===== src/rtl/sample_tx_pkg.sv =====
// Shared types and default sizing for the sample transmitter.
package sample_tx_pkg;

  localparam int unsigned WIN_DEF   = 16;
  localparam int unsigned DEPTH_DEF = 16;
  localparam int unsigned CNT_W_DEF = 12;

  typedef enum logic [1:0] {
    IDLE = 2'd0,
    RUN  = 2'd1,
    DONE = 2'd2
  } state_t;

endpackage


===== src/rtl/sample_fifo.sv =====
// Single-clock FIFO with first-word fall-through head and registered flags.
module sample_fifo #(
  parameter int unsigned W     = 16,
  parameter int unsigned DEPTH = 16,
  localparam int unsigned AW   = $clog2(DEPTH)
) (
  input  logic         clk,
  input  logic         rst,
  input  logic         push,
  input  logic         pop,
  input  logic [W-1:0] din,
  output logic [W-1:0] head,
  output logic         full,
  output logic         empty,
  output logic [AW:0]  count
);

  logic [W-1:0]  mem [DEPTH];
  logic [AW-1:0] wr_ptr;
  logic [AW-1:0] rd_ptr;
  logic [AW:0]   count_next;
  logic          do_push;
  logic          do_pop;

  assign do_pop  = pop && !empty;
  assign do_push = push && (!full || do_pop);
  assign head    = mem[rd_ptr];

  // Next occupancy; simultaneous push and pop leaves it unchanged.
  always_comb begin
    count_next = count;
    if (do_push && !do_pop)
      count_next = count + (AW+1)'(1);
    else if (do_pop && !do_push)
      count_next = count - (AW+1)'(1);
  end

  // Storage array write; contents need no reset.
  always_ff @(posedge clk) begin
    if (do_push)
      mem[wr_ptr] <= din;
  end

  // Pointers, occupancy and flags; flags are derived from the next count.
  always_ff @(posedge clk) begin
    if (rst) begin
      wr_ptr <= '0;
      rd_ptr <= '0;
      count  <= '0;
      full   <= 1'b0;
      empty  <= 1'b1;
    end else begin
      if (do_push)
        wr_ptr <= wr_ptr + AW'(1);
      if (do_pop)
        rd_ptr <= rd_ptr + AW'(1);
      count <= count_next;
      full  <= (count_next == (AW+1)'(DEPTH));
      empty <= (count_next == '0);
    end
  end

endmodule


===== src/rtl/sample_tx.sv =====
// Paced burst transmitter: buffers samples and emits one every rate_div+1 clocks.
module sample_tx
  import sample_tx_pkg::*;
#(
  parameter int unsigned WIN   = WIN_DEF,
  parameter int unsigned DEPTH = DEPTH_DEF,
  parameter int unsigned CNT_W = CNT_W_DEF
) (
  input  logic             clk,
  input  logic             rst,
  input  logic             wr_en,
  input  logic [WIN-1:0]   wr_data,
  input  logic             start,
  input  logic             abort,
  input  logic [CNT_W-1:0] burst_len,
  input  logic [CNT_W-1:0] rate_div,
  output logic             val_out,
  output logic [WIN-1:0]   data_out,
  output logic             busy,
  output logic             done,
  output logic             full,
  output logic             empty,
  output logic             underrun,
  output logic             overflow,
  output logic [CNT_W-1:0] sent_cnt
);

  localparam int unsigned AW = $clog2(DEPTH);

  state_t           state;
  state_t           state_next;
  logic [CNT_W-1:0] len_q;
  logic [CNT_W-1:0] rate_q;
  logic [CNT_W-1:0] div_cnt;
  logic [WIN-1:0]   head;
  logic [AW:0]      fifo_count;
  logic             has_data;
  logic             start_ok;
  logic             emit;
  logic             starve;
  logic             drop;

  assign has_data = (fifo_count != '0);
  assign drop     = wr_en && full && !emit;

  sample_fifo #(
    .W     (WIN),
    .DEPTH (DEPTH)
  ) u_fifo (
    .clk   (clk),
    .rst   (rst),
    .push  (wr_en),
    .pop   (emit),
    .din   (wr_data),
    .head  (head),
    .full  (full),
    .empty (empty),
    .count (fifo_count)
  );

  // State register.
  always_ff @(posedge clk) begin
    if (rst)
      state <= IDLE;
    else
      state <= state_next;
  end

  // Next state and per-cycle control; abort wins over emission.
  always_comb begin
    state_next = state;
    start_ok   = 1'b0;
    emit       = 1'b0;
    starve     = 1'b0;
    case (state)
      IDLE: begin
        if (start && (burst_len != '0)) begin
          start_ok   = 1'b1;
          state_next = RUN;
        end
      end
      RUN: begin
        if (abort) begin
          state_next = IDLE;
        end else if (div_cnt == '0) begin
          if (has_data) begin
            emit = 1'b1;
            if ((sent_cnt + CNT_W'(1)) == len_q)
              state_next = DONE;
          end else begin
            starve = 1'b1;
          end
        end
      end
      DONE:    state_next = IDLE;
      default: state_next = IDLE;
    endcase
  end

  // Registered outputs, burst counters and sticky error flags.
  always_ff @(posedge clk) begin
    if (rst) begin
      val_out  <= 1'b0;
      data_out <= '0;
      done     <= 1'b0;
      busy     <= 1'b0;
      sent_cnt <= '0;
      div_cnt  <= '0;
      len_q    <= '0;
      rate_q   <= '0;
      underrun <= 1'b0;
      overflow <= 1'b0;
    end else begin
      val_out  <= emit;
      data_out <= emit ? head : '0;
      done     <= (state == DONE) && !abort;
      busy     <= (state_next != IDLE);
      if (start_ok) begin
        len_q    <= burst_len;
        rate_q   <= rate_div;
        div_cnt  <= '0;
        sent_cnt <= '0;
      end else if (emit) begin
        sent_cnt <= sent_cnt + CNT_W'(1);
        div_cnt  <= rate_q;
      end else if ((state == RUN) && (div_cnt != '0)) begin
        div_cnt <= div_cnt - CNT_W'(1);
      end
      if (starve)
        underrun <= 1'b1;
      if (drop)
        overflow <= 1'b1;
    end
  end

endmodule


===== config.mk =====
export PLATFORM = sky130hd
export DESIGN_NAME = sample_tx
export DESIGN_NICKNAME = d
export VERILOG_FILES = /design/src/rtl/sample_tx_pkg.sv /design/src/rtl/sample_fifo.sv /design/src/rtl/sample_tx.sv
export SDC_FILE = /design/constraint.sdc
export NUM_CORES = 1
export LEC_CHECK = 0
export ABC_CLOCK_PERIOD_IN_PS = 4170
export CAP_MARGIN = 15
export CORE_MARGIN = 2
export CORE_UTILIZATION = 59
export CTS_BUF_LIST = sky130_fd_sc_hd__clkbuf_8 sky130_fd_sc_hd__clkbuf_16
export DETAILED_ROUTE_END_ITERATION = 7
export PLACE_DENSITY = 0.83
export REMOVE_ABC_BUFFERS = 1
export SYNTH_ARGS = -nofsm -noshare
export SYNTH_HDL_FRONTEND = slang
export SYNTH_SLANG_ARGS = --single-unit

===== constraint.sdc =====
create_clock -name clk -period 4.17 [get_ports clk]
set_input_delay 0.6255 -clock clk [delete_from_list [all_inputs] [get_ports clk]]
set_output_delay 0.6255 -clock clk [all_outputs]
set_load 0.02 [all_outputs]

Yosys cells after proc, flatten, opt, wreduce, memory -nomap -nowiden
Memory sizes are Yosys's and may differ from the RTL's. A register that Yosys moved wholly into a read port is not among the register bits.
Cells that the tools add are included.
{ "totals": {"ff_bits": 70, "ram_bits": 256, "memories": 1} }
{ "op_classes": {"addsub": 6, "eq_ne": 4, "mux": 22, "bitwise": 1, "reduce_logical": 26} }
{ "mem_list": {"columns": ["memory", "depth", "width", "read_ports", "rd_clocked_by_memory_dff", "write_ports", "line_no", "source"], "rows": [
  ["u_fifo.mem", 16, 16, 1, 1, 1, "sample_fifo.sv:18", "logic [W-1:0] mem [DEPTH];"]
]} }
{ "op_table": {"columns": ["op", "count"], "rows": [
  ["$mux 12", 2],
  ["$reduce_bool 12->1", 2],
  ["$add 12x1->12 const B", 1],
  ["$eq 12x12->1", 1],
  ["$logic_not 12->1", 1],
  ["$mux 1", 12],
  ["$sub 12x1->12 const B", 1],
  ["$mux 2", 5],
  ["$mux 5", 2],
  ["$logic_and 1x1->1", 9],
  ["$add 4x1->4 const B", 2],
  ["$logic_not 1->1", 6],
  ["$add 5x1->5 const B", 1],
  ["$eq 5x5->1 const B", 1],
  ["$logic_not 5->1", 1],
  ["$reduce_bool 5->1", 1],
  ["$sub 5x1->5 const B", 1],
  ["$pmux 2 s2", 1],
  ["$reduce_bool 2->1", 2],
  ["$reduce_or 2->1", 2],
  ["$eq 2x1->1 const B", 1],
  ["$eq 2x2->1 const B", 1],
  ["$logic_not 2->1", 1],
  ["$logic_or 1x1->1", 1],
  ["$not 1->1", 1]
]} }

Depth between registers and ports, before layout
Gate-level depths: netlist of the first run.
{ "logic_depth": {"ltp_word": 13, "ltp_mapped": 9} }

Cells and area by module
Synthesis of the first run repeated with hierarchy kept, for this count alone.
{ "unflattened": {"hier_cells": 803, "area_unflattened_um2": 13924.6} }
{ "modules_own_cells": {"columns": ["module", "instances", "cells_per_inst", "area_per_inst_um2", "seq_area_each_um2"], "rows": [
  ["sample_fifo", 1, 470, 10747.8, 8067.7],
  ["sample_tx", 1, 333, 3176.8, 1421.4]
]} }

Worst setup path after synthesis of the first run
OpenSTA, ideal clock, no wires.
{ "synth_path": {"kind": "register -> register", "startpoint": "register div_cnt[6]", "endpoint": "memory u_fifo.mem[0][0], enable pin", "setup_ps": 409, "arrival_time_ps": 3204, "required_time_ps": 3761, "path_slack_ps": 557, "stages_incl_launch_ff": 9, "n_path_buf": 2, "synth_period_minus_slack_ps": 3613, "path_cell_list": "dfxtp_1 -> or3_1 -> buf_6 -> or4_4 -> o31ai_2 -> and2_1 -> buf_2 -> nand2_1 -> nor3_1"} }
{ "synth_via": {"elab_chain_cells": 9} }
{ "synth_rtl": {"columns": ["element", "line_no", "source"], "rows": [
  ["start: declaration", "sample_tx.sv:34", "logic [CNT_W-1:0] div_cnt;"],
  ["start signal: assignment", "sample_tx.sv:125", "div_cnt <= rate_q;"],
  ["start signal: assignment", "sample_tx.sv:127", "div_cnt <= div_cnt - CNT_W'(1);"],
  ["$logic_not 12->1", "sample_tx.sv:85", "end else if (div_cnt == '0) begin"],
  ["$mux 1", "sample_tx.sv:85", null],
  ["$mux 1", "sample_tx.sv:83", "if (abort) begin"],
  ["$mux 1", "sample_tx.sv:75", "case (state)"],
  ["$logic_and 1x1->1", "sample_fifo.sv:25", "assign do_pop = pop && !empty;"],
  ["$logic_or 1x1->1", "sample_fifo.sv:26", "assign do_push = push && (!full || do_pop);"],
  ["$logic_and 1x1->1", "sample_fifo.sv:26", null],
  ["$mux 1", "sample_fifo.sv:40", "if (do_push)"],
  ["$mux 1 (not written as such)", "sample_fifo.sv:41", "mem[wr_ptr] <= din;"],
  ["end: declaration", "sample_fifo.sv:18", null]
]} }
No other way between the ends.

Worst setup path after layout of the first run
{ "layout_path": {"startpoint": "register div_cnt[6]", "endpoint": "memory u_fifo.mem[2][2], enable pin"} }
The elaborated chain is that of the path after synthesis.

==> results summary, run 1 <==
The run finished with clean final reports. The number of global-route vias before repair is about 7700. The detailed router finished its first iteration with 599 violations. The number of antenna repair diodes is 0. The count of H-tree levels built during CTS is 2.

The number of nets with antenna violations after routing is 0. The total number of vias came out at 7548. The flop-to-flop setup slack came out at ~650 ps.

The final weighted congestion of routability-driven global placement is 0.8639. The I/O pin total is 80. The sequential cell area fraction in the yosys report came out at 69.18%.

Cells fill a little over two thirds of the core in the end. The nature of the critical path endpoint is a register. Buffers inserted during clock tree synthesis total 35.

The number of antenna violations at the first check in global routing is 0. The worst register-to-register path begins at div_cnt[6]. During placement, the flow inserted port buffers numbering 79.

Of all nets on the critical path, the largest fanout is 10. The tree built by TritonCTS fans out to about 340 sinks. The layout has roughly 1400 filler cells.

The arrival time reported for the critical path endpoint is 3730 ps. The number of iterations in the first detailed-routing pass came out at 5. The clock slew at the register clock pins of the worst setup and hold paths came out at 60 ps. The first-pass GRT wire length is 44.88 mm. TritonCTS built the clock tree.

The critical path class is register to register. The die boundary width came out at between 150 and 200 µm. The power density over the cells is 489.9 nW/µm².

The hold path endpoint is div_cnt[2]. Global routing used 24.78% of the available tracks. The number of instances in the synthesized netlist came out at roughly 820. In the finished design, the share of the clock period the worst path needs comes to 84.44%. The worst slew slack as a fraction of its limit came out at about two fifths. In this run, post-CTS hold repair placed 0 buffers. The final max-slew violation count was 0. Leaving out fill and tap cells, the most frequent cell in the layout is edfxtp_1. The number of setup buffers added after CTS is 0. The final hold violation count came out at 0. The worst register-to-register path has a depth of 7. The average detailed-routed wire length per instance is 23.52 µm.

For this run, design rule violations remaining after detail routing come to 0. The final cell count without fillers came out at between 1000 and 1500. The number of buffers on the longest clock path is 3.

The clock latency on the worst-skew pair came out at 520 ps. Setup repair after global routing left no endpoint under its margin. The initial core utilization is 60.07%. The setup clock skew after layout is 22.11 ps. The worst setup path is launched from a register. The vertical extent of the die came out at 155.8 µm. The accumulated negative setup slack came out at 0 ps.

Summing all placed instances gives a cell area of 14840 µm². Among all flip-flop cells after synthesis, the most frequent one is edfxtp_1. The total wire length is 28.91 mm. The layout net count came out at 974. The top achievable clock speed is 0.2840 GHz. The sum of net half-perimeters after detailed placement is 18.36 mm.

The number of failing setup endpoints in the final timing report is 0. During synthesis, Yosys emitted a total of 0 warnings. The maximum number of pins on one net before global-route repair is 45. The endpoint identified for the worst register-to-register timing path is u_fifo.mem[2][2]. CTS placed an instance of clkbuf_16 at the clock tree root. In this run the worst setup path begins at div_cnt[6]. Across the VDD grid, the largest voltage drop is around 0.00037 V. The core box area is between 20000 and 25000 µm². The share of synthesized registers carrying an async set or reset came out at 0%. After layout, the design draws a total of 7.838 mW. After routing the design area is 16000 µm². The aggregate global routing overflow is 0. The launch instance of the worst min-delay path is rate_q[2]. OpenSTA, run right after detailed placement, puts the worst setup slack at 546.7 ps.

The share of layout cells above drive strength 1 came out at 19.60%. The tool flagged a number of max-cap violations equal to 0. The die footprint is 24280 µm². The post-layout worst setup margin is 649.0 ps. The number of placed cells counting well taps is 1166. STA puts the critical path data required time at 4380 ps. The number of cells traversed by the worst hold path came out at 2. In the layout the commonest cells are 256 x edfxtp_1, 84 x dfxtp_1, 79 x mux4_2, 79 x clkdlybuf4s50_1, 77 x nor2_1. The path class of the tightest hold or removal check is register to register. The minimum clock period is 3521 ps. The floorplan has 55 rows. The synthesized cell area came out at about 14000 µm². The number of gates resized after cts came out at 0. The worst hold-check slack is 460.5 ps. The number of distinct standard cells referenced by the synthesized netlist came out at 54.

The reported leakage power came out at 5.253 nW. Synthesis inferred 342 register bits. Counting flops with a built-in enable in the synthesized netlist gives 256. The slew of the pin with the lowest slew margin came out at 914.3 ps. The per-instance average area after synthesis came out at 16.63 µm². The detailed-route vias per instance is 6.142. The area growth from synthesis to layout is 17.63%.
-- flip-flops by register name, summed over array words and instances (netlist names), 2 cells and up --
signal	flops
u_fifo.mem	256
data_out	16
div_cnt	12
len_q	12
rate_q	12
sent_cnt	12
u_fifo.count	5
u_fifo.rd_ptr	4
u_fifo.wr_ptr	4
state	2
-- metal layers --
metal | global-route usage, % | vias up | wire length [µm]
met3 | 4.389 | 46 | 1990
met5 | 0 | - | 0
li1 | - | 3360 | -
met4 | 7.427 | 0 | 554
met2 | 41.00 | 303 | 14460
met1 | 34.26 | 3839 | 11900
-- power breakdown --
group / total, mW / internal, mW / switching, mW
combinational: 0.902 / 0.377 / 0.525
sequential: 3.82 / 3.75 / 0.0745
clock: 3.11 / 1.86 / 1.25
total: 7.84 / 5.99 / 1.85
-- area by class of cell --
class                           count  area (µm²)  area share [%]
Timing Repair Buffer              104       991.0           6.194
Tap cell                          285       356.6           2.229
Inverter                           13       48.80          0.3050
Sequential cell                   342        9414           58.85
Multi-Input combinational cell    422        4034           25.22
Clock inverter                     23       175.2           1.095
Clock buffer                       40       978.4           6.116
-- Yosys cell counts (6+ instances only) --
cell type  number  share of area [%]
ha_1           11                1.0
inv_1          13               0.36
nor2b_1        19               0.87
o21ai_0        15               0.55
dfxtp_1        86                 13
clkbuf_1       26               0.72
nand3_1        11               0.40
nor2_1         89                2.5
buf_2          10               0.37
xor2_1         20                1.3
nor4_1          8               0.37
mux2i_1        29                2.1
nand2b_1        7               0.32
nand2_1        25               0.69
a21oi_1        19               0.70
nand4_1         6               0.28
mux4_2         79                 13
nor3_1         12               0.44
edfxtp_1      256                 57
xnor2_1        16                1.0
-- critical path: stages, from the launching register on --
cell     delay (ps)
dfxtp_1         340
or3_1           550
or4_4           640
o31ai_2         310
and2_1          360
nand2_1         260
nor3_2          460
buf_4           300
-- how the worst max path moves through the flow --
stage / to / slack [ps]
global placement: u_fifo.mem[2][10] / 680
CTS: u_fifo.mem[2][2] / 630
finish: u_fifo.mem[2][2] / 650
detailed placement: u_fifo.mem[2][10] / 550
floorplan: data_out[0] / 10
global route: u_fifo.mem[2][13] / 360
-- cell families after synthesis --
| family | Yosys count | synth area share, % |
|---|---|---|
| AO/OA/AOI/OAI | 58 | 2.815 |
| XOR/XNOR | 36 | 2.318 |
| adder cells (fa/ha/maj) | 11 | 1.012 |
| buffers and inverters | 54 | 1.638 |
| flip-flops | 342 | 69.18 |
| multiplexers | 108 | 15.22 |
| AND/OR/NAND/NOR | 209 | 7.820 |
No activity file was read; power rests on OpenSTA's default activity.
==> run 2, diff against run 1 <==
- ABC_CLOCK_PERIOD_IN_PS: 4170 -> 3400
- clock period: 4.17 -> 3.4 ns (I/O delays scaled with it)
==> run 2 against run 1 <==
  * First-iteration DRC count rose by 30%
  * Count of clock-buffer cells in the layout decreased by 2
  * Highest routed layer is now met5
  * Utilization up 1.0 points
  * Largest power group unchanged
  * Register-to-register slack worse by 370 ps
  * Sequential power increased by 23%
==> results summary, run 2 (synthesized netlist as in run 1, its figures left out) <==
The run finished with clean final reports. The worst hold-check slack is 452.2 ps (-8.265 ps). The top cell types in the final layout, fill and taps aside, are 256 x edfxtp_1, 84 x dfxtp_1, 79 x mux4_2, 79 x clkdlybuf4s50_1, 77 x nor2_1. The required time of the worst setup path came to 3590 ps (-790 ps). The count of hold buffers inserted by post-cts repair came out at 0 (unchanged).

The startpoint identified for the worst register-to-register timing path is div_cnt[2]. The worst setup path is captured at a register. The hold path endpoint is div_cnt[2]. The I/O pin total is 80 (unchanged). In this run the critical register-to-register path is captured at u_fifo.mem[0][12]. The layout net count is 985 (+1.1%). The average detailed-routed wire length per instance is 24.42 µm (+3.8%).

The share of layout cells above drive strength 1 is 21.15% (+1.6 points). The detailed-route vias per instance is 6.200 (+0.95%). The number of maximum-capacitance constraint violations came out at 0 (unchanged). In this run the most critical hold path is launched from rate_q[2]. The total number of vias was 7688 (+1.9%). The number of failing setup endpoints in the final timing report came out at 0 (unchanged). The critical path class is register to register. The critical path goes through or4_4 > or4_4 > o31ai_2 > and2_1 > nand2_1 > nor3_2 > buf_4.

The worst slew slack as a fraction of its limit is 47.03% (+8.0 points). The number of buffers on the longest clock path is 3 (unchanged). The number of antenna violations at the first check in global routing was 1 (+1).

By instance count, the cell type seen most on the critical path is or4_4. The DRC violation total after the first TritonRoute iteration came out at 780 (+30%). The number of setup buffers added after CTS came out at 0 (unchanged). The number of placed cells counting well taps is 1177 (+0.94%). The core box area came out at 22640 µm² (unchanged). The total wire length came out at 30.28 mm (+4.7%). The number of flip-flops in the largest register is 256 (unchanged). The total track usage came out at 25.46% (+0.69 points). Among cell families on the critical path, the largest total delay comes from simple AND/OR/NAND/NOR gates. The number of global-route vias before repair came out at 7780 (+0.88%). The flop-to-flop setup slack came out at 280 ps (-370 ps).

The maximum number of pins on one net before global-route repair was 44 (-2.2%). The number of cells traversed by the worst hold path came out at 2 (unchanged). The reported leakage power is 5.343 nW (+1.7%). For this design, the slowest cell found on the critical path is or4_4. The slew of the pin with the lowest slew margin was 793.4 ps (-120.9 ps). The highest fanout seen on the critical path came out at 16 (+6).

The largest stage delay on the critical path was 580 ps (-60 ps). The post-route standard cell area excluding fillers is 16230 µm² (+1.5%). The part of the cycle the worst path needs came to 91.81% (+7.4 points). The number of nets with antenna violations after routing is 0 (unchanged).

The final hold violation count is 0 (unchanged). The total DRC errors in the routed layout came out at 0 (unchanged). The vertical extent of the die came to 155.8 µm (unchanged). The number of gates resized after cts was 0 (unchanged). The top achievable clock speed came to 0.3203 GHz (+13%).

The number of rows created at floorplan came out at 55 (unchanged). Leaving out fill and tap cells, the most frequent cell in the layout is edfxtp_1. The number of buffers inserted during clock tree synthesis came out at 35 (unchanged). The type of the most critical hold path is register to register.

The power density over the cells came to 613.8 nW/µm² (+25%). The die boundary width is 155.8 µm (unchanged). The count of H-tree levels built during CTS was 2 (unchanged). The sum of net half-perimeters after detailed placement is 18.47 mm (+0.59%). The initial core utilization was 60.07% (unchanged). The clock slew at the register clock pins of the worst setup and hold paths is 60 ps (about the same).

The number of antenna repair diodes was 0 (unchanged). The minimum clock period is 3122 ps (-399.3 ps). The depth of the most critical reg-to-reg path came out at 7 (unchanged). Setup repair after global routing left no endpoint under its margin. Clock tree synthesis selected as its root buffer the cell clkbuf_16.

The worst ir drop on vdd came out at 0.0004052 V (+11%). The clock latency on the worst-skew pair came out at 520 ps (about the same). The die footprint was 24280 µm² (unchanged). The worst setup path is launched from a register. The accumulated negative setup slack came to 0 ps (unchanged). TritonCTS built the clock tree. The layout overhead on the synthesized area is 19.35%. The number of I/O port buffers came out at 79 (unchanged). The register with the most flip-flops in the final layout is u_fifo.mem. The final cell count without fillers came out at 1240 (+0.90%). The largest registers in the layout are u_fifo.mem: 256 flops, data_out: 16 flops. The arrival time reported for the critical path endpoint is 3310 ps (-420 ps). The buffer and inverter count on the worst path came to 1 (unchanged).

The first-pass GRT wire length came to 45.68 mm (+1.8%). The TritonCTS sink count is 342 (unchanged). The number of iterations in the first detailed-routing pass was 7 (+2). The setup clock skew after layout is 24.46 ps (+2.358 ps). The final max-slew violation count came to 0 (unchanged).

The final weighted congestion of routability-driven global placement came out at 0.8460 (-2.1%). The aggregate global routing overflow came out at 0 (unchanged). The area after detailed placement came out at 14980 µm² (+0.89%).
## run 2: cell types whose count changed in the layout (fill, tap and decap cells not counted), sizes merged
cell	previous run	this run
clkbuf	40	38
clkinv	13	10
inv	20	18
bufinv	3	7
buf	25	36
clkinvlp	0	3
## run 2: how the worst max path moves through the flow
| stage | slack (ps) | from | cells past startpoint | end |
|---|---|---|---|---|
| after floorplan | -760 | u_fifo.rd_ptr[0] | 3 | data_out[0] |
| after global placement | 370 | abort | 8 | u_fifo.mem[12][8] |
| after detailed placement | 260 | abort | 8 | u_fifo.mem[0][2] |
| after CTS | 290 | div_cnt[2] | 7 | u_fifo.mem[0][12] |
| after global routing | 140 | div_cnt[2] | 7 | u_fifo.mem[0][12] |
| final | 280 | div_cnt[2] | 7 | u_fifo.mem[0][12] |
## run 2: stage by stage
stage               setup WS, ps  util, %  total power [mW]
global placement           374.4    66.15             5.843
CTS                        285.4    71.69             10.00
detailed placement         259.2    66.15             5.887
floorplan                 -758.9        -             5.498
global route               144.9    71.69             10.27
finish                     278.3    71.69             9.963
## run 2: per-layer routing
layer	up-vias	share of wire (%)	GRT usage [%]
li1	3391	-	-
met1	3867	39	33.64
met2	356	50	42.58
met3	72	7.8	5.583
met4	2	3.3	8.519
met5	-	0.043	0
## run 2: area by class of cell
class                           instances  area [µm²]
Sequential cell                       342        9414
Fill cell                            1339        6409
Multi-Input combinational cell        422        4034
Timing Repair Buffer                  115        1124
Clock buffer                           38       939.7
Tap cell                              285       356.6
Clock inverter                         25       315.3
Inverter                               13       48.80
## run 2: worst register-to-register path, stage by stage, from the launching register on
cell and delay (ps):
dfxtp_1 340, or4_4 580, or4_4 500, o31ai_2 300, and2_1 350, nand2_1 230, nor3_2 190, buf_4 310
## run 2: where the power goes
group | switching [mW] | internal (mW) | total, mW
sequential | 0.0896 | 4.60 | 4.69
clock | 1.60 | 2.54 | 4.14
combinational | 0.655 | 0.479 | 1.13
total | 2.35 | 7.62 | 9.96
==> run 3, diff against run 2 <==
- TNS_END_PERCENT: not set -> 50
==> results of run 3 <==
The final DEF is identical to that of run 2; final timing and power are the same.
==> edit: new RTL, config.mk and constraints of run 1 <==
Register the output `sent_cnt` once more, cleared by the reset; this adds one clock of latency there. The other outputs are not delayed to match.
--- a/src/rtl/sample_tx.sv
+++ b/src/rtl/sample_tx.sv
@@ -27,4 +27,6 @@
 
   localparam int unsigned AW = $clog2(DEPTH);
+
+  logic [CNT_W-1:0] sent_cnt_s0;
 
   state_t           state;
@@ -86,5 +88,5 @@
           if (has_data) begin
             emit = 1'b1;
-            if ((sent_cnt + CNT_W'(1)) == len_q)
+            if ((sent_cnt_s0 + CNT_W'(1)) == len_q)
               state_next = DONE;
           end else begin
@@ -105,5 +107,5 @@
       done     <= 1'b0;
       busy     <= 1'b0;
-      sent_cnt <= '0;
+      sent_cnt_s0 <= '0;
       div_cnt  <= '0;
       len_q    <= '0;
@@ -120,7 +122,7 @@
         rate_q   <= rate_div;
         div_cnt  <= '0;
-        sent_cnt <= '0;
+        sent_cnt_s0 <= '0;
       end else if (emit) begin
-        sent_cnt <= sent_cnt + CNT_W'(1);
+        sent_cnt_s0 <= sent_cnt_s0 + CNT_W'(1);
         div_cnt  <= rate_q;
       end else if ((state == RUN) && (div_cnt != '0)) begin
@@ -134,4 +136,12 @@
   end
 
+  always_ff @(posedge clk) begin
+    if (rst) begin
+      sent_cnt <= '0;
+    end else begin
+      sent_cnt <= sent_cnt_s0;
+    end
+  end
+
 endmodule
 
Function: changed (Yosys sat finds a counterexample within 4 cycles, from zero or initial values and one cycle with rst high).
==> edit against run 1 <==
Final cell count up 8.5%; area after synthesis is 3.6% higher; setup slack better by 0.34 ns; design area is 3.3% higher; routed wire length up 4.7%; critical path type unchanged; global-route usage up 0.21 points; power is 0.71% higher; sequential cell count up 12.
==> edit: results <==
metrics = {
    "finish": {
        "reg_top3": "u_fifo.mem (256), data_out (16)",
        "fin_nets": 1043,
        "drive_gt1_share_pct": 17.4,
        "n_antenna_cell": 0,
    },
    "place": {
        "dp_hpwl_mm": 18.5,
        "portBuffers": 79,
        "gp_congestion": 0.823,
    },
    "global_route": {
        "grtUsageTotal_pct": 25.0,
        "first_global_vias": 8154,
        "grt_first_pass_wirelength_mm": 46.7,
        "grt_max_degree": 54,
        "grt_antenna_before_repair": 0,
    },
    "clock_tree": {
        "clockBufferDepth": 3,
        "cts.clk_slew.worst_paths_ns": 0.06,
        "cts_made_buffers": 36,
        "cts_max_level": 2,
        "postCtsSetupRepairBufs": 0,
        "worstSkewPairLatency_ns": 0.54,
        "cts_resized": 0,
    },
    "synthesis": {
        "synth_xor_area_share_pct": 2.05,
        "synthTopCellsByArea": "edfxtp_1 55%, dfxtp_1 14%, mux4_2 10%, mux2i_1 3.3%, nor2_1 2.2%",
        "ys_seq_area_share_pct": 68.5,
        "synth-adder-area-share_pct": 0.977,
        "synthTopCellsByCount": "256 x edfxtp_1, 98 x dfxtp_1, 83 x nor2_1",
        "ys_types": 62,
        "synth_warnings": 0,
        "synthMuxAreaShare_pct": 13.6,
        "synth_compound_area_share_pct": 4.89,
        "synth_edf_count": 256,
    },
    "drt": {
        "num_vias": 8122,
        "routed_wl_mm": 30.3,
        "first_pass_iters": 5,
        "drtIter0Drc": 658,
    },
    "worst_setup_path": {
        "cp_data_arrival_time_ns": 3.40,
        "slowest_stage": "or4_1",
        "slowest_delay_ns": 0.70,
        "worstPathMaxFanout": 8,
    },
    "worst_hold_path": {
        "min_path_type": "in -> reg",
        "whs_path_depth": 2,
    },
    "pwr": {
        "peakVddDrop_mv": 0.376,
        "p_leak_nw": 5.52,
    },
    "outcome": {
        "outcome": "finished, final reports clean",
    },
    "timing": {
        "tightest_slew_ns": 1.07,
        "holdWs_ns": 0.375,
        "fin_skew_ns": 0.0290,
    },
}
[edit: cell count changes after synthesis, moves of 4 or more]
cell	change
mux2i_1	+18
nor3_1	-6
buf_1	+4
dfxtp_1	+12
o21ai_0	-7
nor2_1	-6
mux4_2	-15
clkbuf_1	+8
nor2b_1	+11
a211oi_1	+33
nor4_1	+4
[edit: metrics by stage]
step | util (%) | cells | area, um^2 | worst slack, ns | power, mW
after floorplan | - | 833 | 13900 | 0.107 | 4.51
after global placement | 65.4 | 1268 | 15300 | 0.719 | 4.78
after detailed placement | 65.4 | 1268 | 15300 | 0.622 | 4.80
after CTS | 70.4 | 1334 | 16500 | 0.971 | 7.93
after global routing | 70.4 | 1334 | 16500 | 0.820 | 8.16
final | 70.4 | 1334 | 16500 | 0.990 | 7.89
[edit: cell type report]
cell class | instances | area [um^2]
Clock inverter | 30 | 270
Inverter | 10 | 37.5
Timing Repair Buffer | 116 | 1060
Fill cell | 1444 | 6950
Multi-Input combinational cell | 469 | 4190
Sequential cell | 354 | 9660
Tap cell | 319 | 399
Clock buffer | 36 | 901
[edit: routing by layer]
| layer | part of all wire, % | GRT usage (%) |
|---|---|---|
| met5 | 0 | 0 |
| met4 | 3.0 | 8.28 |
| met3 | 6.4 | 4.14 |
| met2 | 51 | 42.4 |
| met1 | 40 | 33.3 |
[edit: where the power goes]
group	internal, mW	total [mW]	leakage (nW)	switching [mW]
logic	0.346	0.814	1.80	0.469
registers	3.86	3.93	3.11	0.0732
clock network	1.83	3.15	0.609	1.31
[edit: worst paths after layout]
kind,endpoint,start,slack (ns)
setup reg to reg,u_fifo.mem[6][0],div_cnt[4],0.99
hold reg to reg,div_cnt[9],rate_q[9],0.46
hold / removal,u_fifo.rd_ptr[0],rst,0.38
setup / recovery,u_fifo.mem[6][0],div_cnt[4],0.99
[edit: logic make-up after synthesis]
| family | count (synthesis) |
|---|---|
| AOI/OAI and AO/OA | 95 |
| xor gates and xnor gates | 33 |
| adders and majority gates | 11 |
| buffers and inverters | 64 |
| DFF | 354 |
| muxes | 111 |
| and+or+nand+nor | 219 |
